<file path="config.mk">
export PLATFORM = sky130hd
export DESIGN_NAME = sampled_history_monitor
export DESIGN_NICKNAME = d
export VERILOG_FILES = /design/src/rtl/sampled_history_monitor.sv
export SDC_FILE = /design/constraint.sdc
export NUM_CORES = 1
export LEC_CHECK = 0
export ABC_AREA = 1
export BUFFER_PORTS_ARGS = -buffer_cell sky130_fd_sc_hd__buf_4
export CAP_MARGIN = 0
export CORE_MARGIN = 2
export CORE_UTILIZATION = 40
export CTS_BUF_LIST = sky130_fd_sc_hd__clkbuf_16
export DETAILED_ROUTE_END_ITERATION = 10
export HOLD_SLACK_MARGIN = 0.12
export PLACE_DENSITY = 0.63
export SETUP_SLACK_MARGIN = 0.2
export SLEW_MARGIN = 10
export SYNTH_ARGS = -nofsm -noshare
export SYNTH_HDL_FRONTEND = slang
export SYNTH_SLANG_ARGS = --single-unit
</file>
<file path="constraint.sdc">
create_clock -name clk -period 1.6 [get_ports clk]
set_clock_uncertainty 0.1 [all_clocks]
set_input_delay 0.16 -clock clk [delete_from_list [all_inputs] [get_ports clk]]
set_output_delay 0.16 -clock clk [all_outputs]
set_load 0.01 [all_outputs]
</file>
<file path="src/rtl/sampled_history_monitor.sv">
// sampled_history_monitor
// Reference model of the sampled-value functions ($past, $rose, $fell,
// $stable, $changed) for a watched bus. Keeps a DEPTH-deep history of
// enabled samples, publishes registered edge/stability flags and runs an
// optional toggle checker with a saturating error counter.
module sampled_history_monitor #(
    parameter  int WIDTH = 8,
    parameter  int DEPTH = 4,
    parameter  int CNT_W = 16,
    localparam int SEL_W = $clog2(DEPTH)
) (
    input  logic             clk,
    input  logic             rst_n,
    input  logic             clear_i,
    input  logic             en_i,
    input  logic [WIDTH-1:0] sig_i,
    input  logic             chk_en_i,
    input  logic [SEL_W-1:0] past_sel_i,
    output logic [WIDTH-1:0] past_o,
    output logic             past_valid_o,
    output logic             rose_o,
    output logic             fell_o,
    output logic             stable_o,
    output logic             changed_o,
    output logic             err_o,
    output logic [CNT_W-1:0] err_cnt_o,
    output logic [1:0]       state_o
);

    typedef enum logic [1:0] {
        ST_EMPTY  = 2'd0,
        ST_WARMUP = 2'd1,
        ST_FULL   = 2'd2
    } state_t;

    localparam int                FILL_W   = $clog2(DEPTH + 1);
    localparam logic [FILL_W-1:0] FILL_MAX = FILL_W'(DEPTH);
    localparam logic [CNT_W-1:0]  CNT_MAX  = '1;

    logic [WIDTH-1:0]  hist [DEPTH];
    logic [FILL_W-1:0] fill_q, fill_d;
    state_t            state_q, state_d;
    logic              rose_q, fell_q, stable_q, changed_q, err_q;
    logic [CNT_W-1:0]  err_cnt_q;

    // Comparison terms between the incoming sample and the newest history entry
    logic have_prev;
    logic differs;
    logic toggle_bad;

    assign have_prev  = (fill_q != '0);
    assign differs    = (sig_i != hist[0]);
    assign toggle_bad = (sig_i != ~hist[0]);

    // Next fill count and next FSM state; clear wins over enable
    always_comb begin
        // NOTE: every variable gets a default before any branch so no latch is inferred.
        fill_d  = fill_q;
        state_d = state_q;
        if (clear_i) begin
            fill_d  = '0;
            state_d = ST_EMPTY;
        end else if (en_i) begin
            fill_d = (fill_q == FILL_MAX) ? fill_q : fill_q + 1'b1;
            case (state_q)
                ST_EMPTY:  state_d = (fill_d == FILL_MAX) ? ST_FULL : ST_WARMUP;
                ST_WARMUP: if (fill_d == FILL_MAX) state_d = ST_FULL;
                ST_FULL:   state_d = ST_FULL;
                default:   state_d = ST_EMPTY;
            endcase
        end
    end

    // Fill count and FSM state registers
    always_ff @(posedge clk or negedge rst_n) begin
        // NOTE: sequential state uses non-blocking assignments so all registers update together.
        if (!rst_n) begin
            fill_q  <= '0;
            state_q <= ST_EMPTY;
        end else begin
            fill_q  <= fill_d;
            state_q <= state_d;
        end
    end

    // History shift register: newest sample in hist[0]
    always_ff @(posedge clk or negedge rst_n) begin
        // NOTE: the history array is small and is fully reset so taps never read X.
        if (!rst_n) begin
            for (int k = 0; k < DEPTH; k++) hist[k] <= '0;
        end else if (clear_i) begin
            for (int k = 0; k < DEPTH; k++) hist[k] <= '0;
        end else if (en_i) begin
            hist[0] <= sig_i;
            for (int k = 1; k < DEPTH; k++) hist[k] <= hist[k-1];
        end
    end

    // Registered edge/stability flags and toggle-error pulse
    always_ff @(posedge clk or negedge rst_n) begin
        if (!rst_n) begin
            rose_q    <= 1'b0;
            fell_q    <= 1'b0;
            stable_q  <= 1'b0;
            changed_q <= 1'b0;
            err_q     <= 1'b0;
        end else if (clear_i) begin
            rose_q    <= 1'b0;
            fell_q    <= 1'b0;
            stable_q  <= 1'b0;
            changed_q <= 1'b0;
            err_q     <= 1'b0;
        end else if (en_i) begin
            rose_q    <= have_prev & ~hist[0][0] &  sig_i[0];
            fell_q    <= have_prev &  hist[0][0] & ~sig_i[0];
            changed_q <= have_prev &  differs;
            stable_q  <= have_prev & ~differs;
            err_q     <= have_prev & chk_en_i & toggle_bad;
        end else begin
            // stable_q deliberately holds across disabled edges
            rose_q    <= 1'b0;
            fell_q    <= 1'b0;
            changed_q <= 1'b0;
            err_q     <= 1'b0;
        end
    end

    // Saturating toggle-error counter
    always_ff @(posedge clk or negedge rst_n) begin
        if (!rst_n) begin
            err_cnt_q <= '0;
        end else if (clear_i) begin
            err_cnt_q <= '0;
        end else if (en_i && chk_en_i && have_prev && toggle_bad && (err_cnt_q != CNT_MAX)) begin
            err_cnt_q <= err_cnt_q + 1'b1;
        end
    end

    // History tap read; out-of-range selects read as empty
    always_comb begin
        past_o       = '0;
        past_valid_o = 1'b0;
        if (int'(past_sel_i) < DEPTH) begin
            past_o       = hist[past_sel_i];
            past_valid_o = (int'(fill_q) > int'(past_sel_i));
        end
    end

    assign rose_o    = rose_q;
    assign fell_o    = fell_q;
    assign stable_o  = stable_q;
    assign changed_o = changed_q;
    assign err_o     = err_q;
    assign err_cnt_o = err_cnt_q;
    assign state_o   = state_q;

endmodule

</file>
After elaboration in Yosys (flattened, before gate mapping):

Index checks and enable logic that the tools add are counted.
Widths: inputs -> output; s select.

* input port bits: 15
* bits in registers: 58

* $add $sub $neg: 2
* order comparisons: 2
* reduce and logical (&&, ||, !) cells: 9
* equality and inequality tests: 8
* muxes and demuxes: 25
* bitwise operators: 13

Operators by type and width (number)
* $mux 32: 2
* $mux 16: 2
* $add 16x1->16 const B: 1
* $bmux 8 s2: 1
* $mux 8: 2
* $ne 16x16->1 const B: 1
* $ne 8x8->1: 2
* $mux 1: 10
* $mux 3: 3
* $and 1x1->1: 8
* $mux 2: 4
* $not 8->8: 1
* $eq 3x3->1 const B: 2
* $pmux 2 s3: 1
* $logic_and 1x1->1: 4
* $reduce_bool 2->1: 2
* $add 3x1->3 const B: 1
* $ge 3x3->1 const B: 1
* $gt 3x2->1: 1
* $ne 3x3->1 const B: 1
* $not 1->1: 3
* $not 2->3: 1
* $reduce_bool 3->1: 1
* $eq 2x1->1 const B: 1
* other kinds (3): 3

Depth between registers and ports, before layout:

Gate-level depths: netlist of the first run.

* word-level depth: 7
* depth in mapped cells: 11
* depth with buffers taken out: 10

Worst setup path before layout of the first run:

No wires, ideal clock.

* path type: register -> register
* start: register err_cnt_q[0], in the netlist err_cnt_o[0]
* end: register err_cnt_q[6], in the netlist err_cnt_o[6]
* buffers on the path: 1
* data required time: 1.383 ns
* stages on the path, launching flop included: 10
* path slack: -0.125 ns
* library setup time: 0.117 ns
* period minus slack after synthesis: 1.725 ns
* arrival time: 1.508 ns
* cell sequence: dfrtp_1 > ha_1 > nand3_4 > nor3_4 > nand3_2 > nand3_4 > nand2_4 > buf_6 > nand2_1 > nand2_1

* cells in the longest elaborated chain, start to end: 3

RTL lines
* start, declared: RTL line 44 `logic [CNT_W-1:0] err_cnt_q;`
* start signal, assigned: RTL line 135 `err_cnt_q <= err_cnt_q + 1'b1;`
* $add 16x1->16 / $ne 16x16->1 (equally long branches): RTL line 135, 134
* $mux 16 / $logic_and 1x1->1 (equally long branches): RTL line 134 `end else if (en_i && chk_en_i && have_prev && toggle_bad && (err_cnt_q != CNT_MAX)) begin`
* $mux 16 / $reduce_bool 2->1 (equally long branches)

Several ways; a longest one is shown, not always the timed one. The select of a mux whose other input is x is not followed.
A chain may end at the register's enable or synchronous reset.

Worst setup path after layout of the first run:

* start: register fill_q[1]
* end: output port past_valid_o

* cells in the longest elaborated chain, start to end: 1

RTL lines
* start, declared: RTL line 41 `logic [FILL_W-1:0] fill_q, fill_d;`
* start signal, assigned: RTL line 81 `fill_q <= fill_d;`
* $gt 3x2->1: RTL line 145 `past_valid_o = (int'(fill_q) > int'(past_sel_i));`
* end, declared: RTL line 20 `output logic past_valid_o,`

No other way between the ends.

==> results.json, run 1 <==
{
  "first_iter_violations": 224,
  "clock_sinks": 58,
  "violations": "setup timing",
  "maxSlewHeadroom": 0.6453,
  "placementRows": 32,
  "hold_path_class": "input pin to register",
  "r2r-start": "fill_q[1]",
  "vias": 3281,
  "period_share": 1.101,
  "overflow": 0,
  "timing.hold.ws_ps": 34.41,
  "pre_cts_ws_ps": -35.09,
  "avgSynthCellArea_um2": 7.634,
  "cts_made_buffers": 9,
  "synth_seq_cells": 58,
  "drt-met1-wl_mm": 4.131,
  "crit_path_end_kind": "output pin",
  "syn_inst": 416,
  "routed-wl-met3_um": 488,
  "final_common_cell": "nand2_1",
  "ioPinCount": 47,
  "worstMarginPinSlew_ps": 528.8,
  "required_ps": 1340,
  "clk_pin_slew_worst_paths_ps": 50,
  "cts_buffer_depth": 2,
  "p_leak_uw": 0.002312,
  "nFillCells": 622,
  "drv_slew": 0,
  "initial_core_util": 0.4109,
  "vias_per_cell": 5.135,
  "hold_violations": 0,
  "hp-start": "sig_i[0]",
  "fmax_ghz": 0.5679,
  "drtAntennaViolNets": 0,
  "dieHeight_um": 93.10,
  "dr.max_layer_used": "met4",
  "drtPass1Iterations": 4,
  "setup_viol": 19,
  "drv_cap": 0,
  "syn2layout_area_growth_pct": 54.65,
  "n_antenna_cell": 0,
  "yosysSeqAreaShare": 0.4571,
  "powerDensity_nw_per_um2": 927.9,
  "die_w_um": 93.10,
  "criticalPathCategory": "register to output pin",
  "r2r-end": "err_cnt_o[4]",
  "ir_worst_vdd_mv": 0.5914,
  "setup_ws_ps": -160.9,
  "critPathLaunchType": "register",
  "finalNonFillerCells": 639,
  "grt_pass1_vias": 3062,
  "root_buffer": "clkbuf_16",
  "rsz0062_at_grt": "yes",
  "worst_hold_path.num_cells": 3,
  "dieArea_um2": 8668,
  "critical_path_arrival_ps": 1500,
  "antenna_found_initial": 0,
  "grt_pass1_wl_mm": 14.77,
  "post_drt_wl_per_cell_um": 14.75,
  "dp.cells": 589,
  "r2r_setup_slack_ps": -150,
  "min_period_ps": 1761,
  "clk_latency_ps": 320,
  "cts_tree": "done",
  "h-tree-depth": 3,
  "status": "finished with violations",
  "ys_warn_count": 0,
  "final_cell_mix": "102 x nand2_1, 90 x buf_4, 56 x dfrtp_1, 37 x inv_1, 34 x nor2_1",
  "syn_nets": 439,
  "rr_worst_depth": 11,
  "track_usage": 0.2168,
  "syn-cell-area_um2": 3176,
  "hpwl_mm": 5.691,
  "crit_path_max_fanout": 2,
  "wl_met2_mm": 4.656,
  "drt-total-wl_mm": 9.427,
  "drc": 0,
  "core_area_um2": 7727,
  "hold_end": "rose_o",
  "port_buffers": 46,
  "fin_nets": 555,
  "gp_congestion": 0.8405,
  "grt_max_degree": 33,
  "yosys.cell_types.count": 27,
  "layout-drive-gt1-share": 0.3855
}
## cell usage after synthesis
master,number,area share
nand2_1,115,0.14
dfrtp_1,58,0.46
inv_1,52,0.061
nor2_1,40,0.047
nand3_1,29,0.046
o22ai_1,26,0.051
a21oi_1,25,0.039
o21ai_0,20,0.032
clkbuf_1,8,0.0095
ha_1,8,0.032
xor2_1,7,0.019
buf_2,4,0.0063
clkinv_1,3,0.0035
nand4_1,3,0.0059
xnor2_1,3,0.0083
buf_6,2,0.0071
nand3_4,2,0.011
nor3_1,2,0.0032
and2_1,1,0.0020
nand2_4,1,0.0035
nand3_2,1,0.0032
nand3b_1,1,0.0024
nor2_2,1,0.0020
nor3_4,1,0.0051
nor3b_1,1,0.0024
nor4_1,1,0.0020
o21bai_1,1,0.0024
## final cells by class
cell class	instances	area [um2]	area share
clock buffers	9	225.2	0.04586
clock inverters	7	83.83	0.01707
inverters	55	212.7	0.04331
multi-input cells	290	1794	0.3654
flip-flops and latches	58	1454	0.2961
well taps	102	127.6	0.02599
repair buffers	118	1013	0.2064
## how the worst max path moves through the flow
stage	cells past startpoint	slack, ps	startpoint	to
floorplan	9	30	err_cnt_o[0]	err_cnt_o[6]
global placement	10	40	hist[24]	err_cnt_o[0]
detailed placement	10	-40	fill_q[1]	err_cnt_o[2]
CTS	7	-130	fill_q[1]	past_valid_o
global route	11	-240	fill_q[1]	err_cnt_o[4]
finish	7	-160	fill_q[1]	past_valid_o
## metrics by stage
stage / setup TNS, ps / utilization / total power, uW / area [um2]
5_1_grt: -3915 / 0.6355 / 4764 / 4911
6_report: -2188 / 0.6355 / 4557 / 4911
4_1_cts: -1864 / 0.5860 / 4411 / 4528
3_3_place_gp: 0 / 0.5078 / 2298 / 3924
2_1_floorplan: 0 / - / 1997 / 3193
3_5_place_dp: -390.2 / 0.5078 / 2322 / 3924
## cells by family (layout without fill, tap and decap cells)
group,after synthesis,count (layout),synth area share
AND/OR/NAND/NOR,199,200,0.2715
AO/OA/AOI/OAI,72,72,0.1245
buffers and inverters,69,189,0.08787
flip-flops,58,58,0.4571
XOR/XNOR,10,10,0.02758
adder cells (fa/ha/maj),8,8,0.03152
## sequential cells by signal, indices dropped and copies added (netlist names)
| register | flops |
|---|---|
| fill_q | 3 |
| rose_o | 1 |
| err_o | 1 |
| hist | 32 |
| fell_o | 1 |
| stable_o | 1 |
| changed_o | 1 |
| err_cnt_o | 16 |
| state_o | 2 |
## worst max-delay path: stages, from the launching register on
cell	delay (ps)
dfrtp_1	390
buf_6	130
ha_4	210
inv_2	50
nor2_2	30
o21ai_1	120
nand2_1	110
buf_6	140
## metal layers
metal | global-route usage | vias to the layer above
met1 | 0.2890 | 1583
met5 | 0 | -
met4 | 0.05147 | 0
met3 | 0.04351 | 15
met2 | 0.3647 | 100
li1 | - | 1583
## timing repair
item | in CTS | in global routing
resized for setup | 36 | 72
buffers inserted | 9 | 9
pin swaps | 12 | 34
endpoints found under the setup margin | 27 | 34
endpoints found under the hold margin | 70 | 3
hold buffers | 14 | 1
cloned | 1 | 1
## report_power, final
part	switching, uW	leakage, uW	internal (uW)
Clock	669	0.000148	1340
Combinational	496	0.00137	440
Sequential	71.2	0.000794	1540
No activity file was read; power rests on OpenSTA's default activity.
==> run 2, diff against run 1 <==
--- a/config.mk
+++ b/config.mk
@@ -9,11 +9,11 @@
 export BUFFER_PORTS_ARGS = -buffer_cell sky130_fd_sc_hd__buf_4
 export CAP_MARGIN = 0
 export CORE_MARGIN = 2
-export CORE_UTILIZATION = 40
+export CORE_UTILIZATION = 50
 export CTS_BUF_LIST = sky130_fd_sc_hd__clkbuf_16
 export DETAILED_ROUTE_END_ITERATION = 10
 export HOLD_SLACK_MARGIN = 0.12
-export PLACE_DENSITY = 0.63
+export PLACE_DENSITY = 0.72
 export SETUP_SLACK_MARGIN = 0.2
 export SLEW_MARGIN = 10
 export SYNTH_ARGS = -nofsm -noshare
==> constraint.sdc (replaced) <==
create_clock -name clk -period 2.27 [get_ports clk]
set_clock_uncertainty 0.1 [all_clocks]
set_input_delay 0.227 -clock clk [delete_from_list [all_inputs] [get_ports clk]]
set_output_delay 0.227 -clock clk [all_outputs]
set_load 0.01 [all_outputs]
==> run 2 against run 1 <==
Clock power shrank 37%; die area shrank 19%; utilization shrank 0.10 points; the flow now finishes without violations; cell area down 19%.
==> results.json, run 2 (synthesis results as in run 1) <==
{
  "hpwl_mm": 5.018,
  "h-tree-depth": 3,
  "syn2layout_area_growth_pct": 24.70,
  "setup_viol": 0,
  "clk_latency_ps": 320,
  "drtPass1Iterations": 4,
  "p_leak_uw": 0.001968,
  "crit_path_end_kind": "register",
  "fmax_ghz": 0.5214,
  "required_ps": 2380,
  "grt_max_degree": 59,
  "nFillCells": 555,
  "slowest_delay_ps": 430,
  "drt-total-wl_mm": 7.417,
  "vias_per_cell": 5.250,
  "power_frac_seq": 0.401,
  "post_drt_wl_per_cell_um": 13.34,
  "drv_cap": 0,
  "core_area_um2": 6241,
  "pwr-share-clk": 0.446,
  "criticalPathCategory": "register to register",
  "powerDensity_nw_per_um2": 714.6,
  "ir_worst_vdd_mv": 0.5039,
  "worst_hold_path.num_cells": 2,
  "critPathLaunchType": "register",
  "r2r-start": "err_cnt_o[0]",
  "post-cts-setup-buffers": 0,
  "critPathSlowestCell": "dfrtp_1",
  "final_cell_mix": "115 x nand2_1, 58 x dfrtp_1, 56 x inv_1, 52 x buf_4, 40 x nor2_1",
  "fin_util": 0.6345,
  "first_iter_violations": 164,
  "layout-drive-gt1-share": 0.1461,
  "die_w_um": 83.70,
  "p_switching_uw": 737.6,
  "critical_path_arrival_ps": 2020,
  "dieHeight_um": 83.70,
  "rr_worst_depth": 8,
  "crit_chain": "ha_1 > nand3_4 > nor3_4 > nand3_2 > nand3_4 > nand2_4 > nand2_1 > nand2_1",
  "gp_congestion": 0.8343,
  "period_share": 0.8450,
  "power_uw": 2830,
  "largest_reg_flops": 32,
  "cts_tree": "done",
  "regMostFlops": "hist",
  "p_int_uw": 2092,
  "maxSlewHeadroom": 0.5122,
  "crit_path_start": "err_cnt_o[0]",
  "hp-start": "clear_i",
  "status": "finished clean",
  "worstMarginPinSlew_ps": 731.8,
  "rsz0062_at_grt": "no",
  "cts_made_buffers": 9,
  "port_buffers": 46,
  "drv_slew": 0,
  "grt_pass1_wl_mm": 12.83,
  "p_sw_frac": 0.2607,
  "setup_tns_ps": 0,
  "dieArea_um2": 7005,
  "fin_nets": 497,
  "min_period_ps": 1918,
  "antenna_found_initial": 0,
  "placementRows": 29,
  "hold_violations": 0,
  "crit_path_max_fanout": 17,
  "n_antenna_cell": 0,
  "cts-resized-gates": 0,
  "grt_pass1_vias": 2700,
  "clock_sinks": 58,
  "clk_pin_slew_worst_paths_ps": 50,
  "overflow": 0,
  "cts_buffer_depth": 2,
  "vias": 2919,
  "combPwrFrac": 0.153,
  "ioPinCount": 47,
  "root_buffer": "clkbuf_16",
  "drc": 0,
  "final_common_cell": "nand2_1",
  "drtAntennaViolNets": 0,
  "hold_path_class": "input pin to register",
  "track_usage": 0.2259,
  "initial_core_util": 0.5088
}
==> run 2: cell count changes in the layout (fill, tap and decap cells not counted), sizes merged <==
cell         before  now
inv              51   56
buf             103   52
clkbuf           10    9
dlygate4sd3      14    9
nand2           117  116
bufinv            2    1
clkinv            7    5
clkinvlp          2    0
==> run 2: worst max-delay path: cells and delay by family, from the launching register on <==
family,cells,cell delay (ps)
adder cells (fa/ha/maj),1,290
flip-flops,1,430
AND/OR/NAND/NOR,7,980
==> run 2: path summary, 6_finish.rpt <==
kind	to	slack, ps
max	err_cnt_o[1]	350
min	err_o	180
max reg2reg	err_cnt_o[1]	350
min reg2reg	hist[3]	380
max in group asynchronous	err_cnt_o[9]	1160
min in group asynchronous	hist[30]	410
==> run 2: layer usage <==
metal	vias to the layer above	routed length (um)	global-route usage
met1	1364	3634	0.3368
met2	83	3355	0.3265
met3	9	339	0.04847
met4	0	86	0.07918
met5	-	0	0
li1	1463	-	-
==> run 2: repair_timing <==
item | 4_1_cts | 5_1_grt
hold endpoints to repair | 68 | 0
setup endpoints to repair | 0 | 0
hold buffers | 9 | 0
==> run 2: power by group through the flow <==
stage | Sequential (uW) | Clock, uW | Combinational [uW]
after floorplan | 1160 | 0 | 245
after global placement | 1150 | 0 | 411
after detailed placement | 1150 | 0 | 421
after CTS | 1130 | 1280 | 436
after global routing | 1140 | 1330 | 496
final | 1130 | 1260 | 434
==> run 2: final cells by class <==
| class | instances | area, um2 | share of cell area |
|---|---|---|---|
| multi-input combinational | 289 | 1445 | 0.3649 |
| timing repair buffer | 61 | 480.5 | 0.1213 |
| inverter | 55 | 206.4 | 0.05213 |
| clock inverter | 7 | 55.05 | 0.01390 |
| clock buffer | 9 | 225.2 | 0.05687 |
| tap | 77 | 96.34 | 0.02433 |
| sequential | 58 | 1451 | 0.3665 |
==> run 2: metrics by stage <==
| step | hold slack, ps | setup slack (ps) | instance area, um2 | std cells |
|---|---|---|---|---|
| 2_1_floorplan | -168.6 | 545.1 | 3176 | 416 |
| 3_3_place_gp | 234.3 | 481.8 | 3590 | 531 |
| 3_5_place_dp | 239.9 | 365.9 | 3590 | 531 |
| 4_1_cts | 180.7 | 357.3 | 3960 | 556 |
| 5_1_grt | 212.5 | 214.9 | 3960 | 556 |
| 6_report | 179.1 | 351.9 | 3960 | 556 |
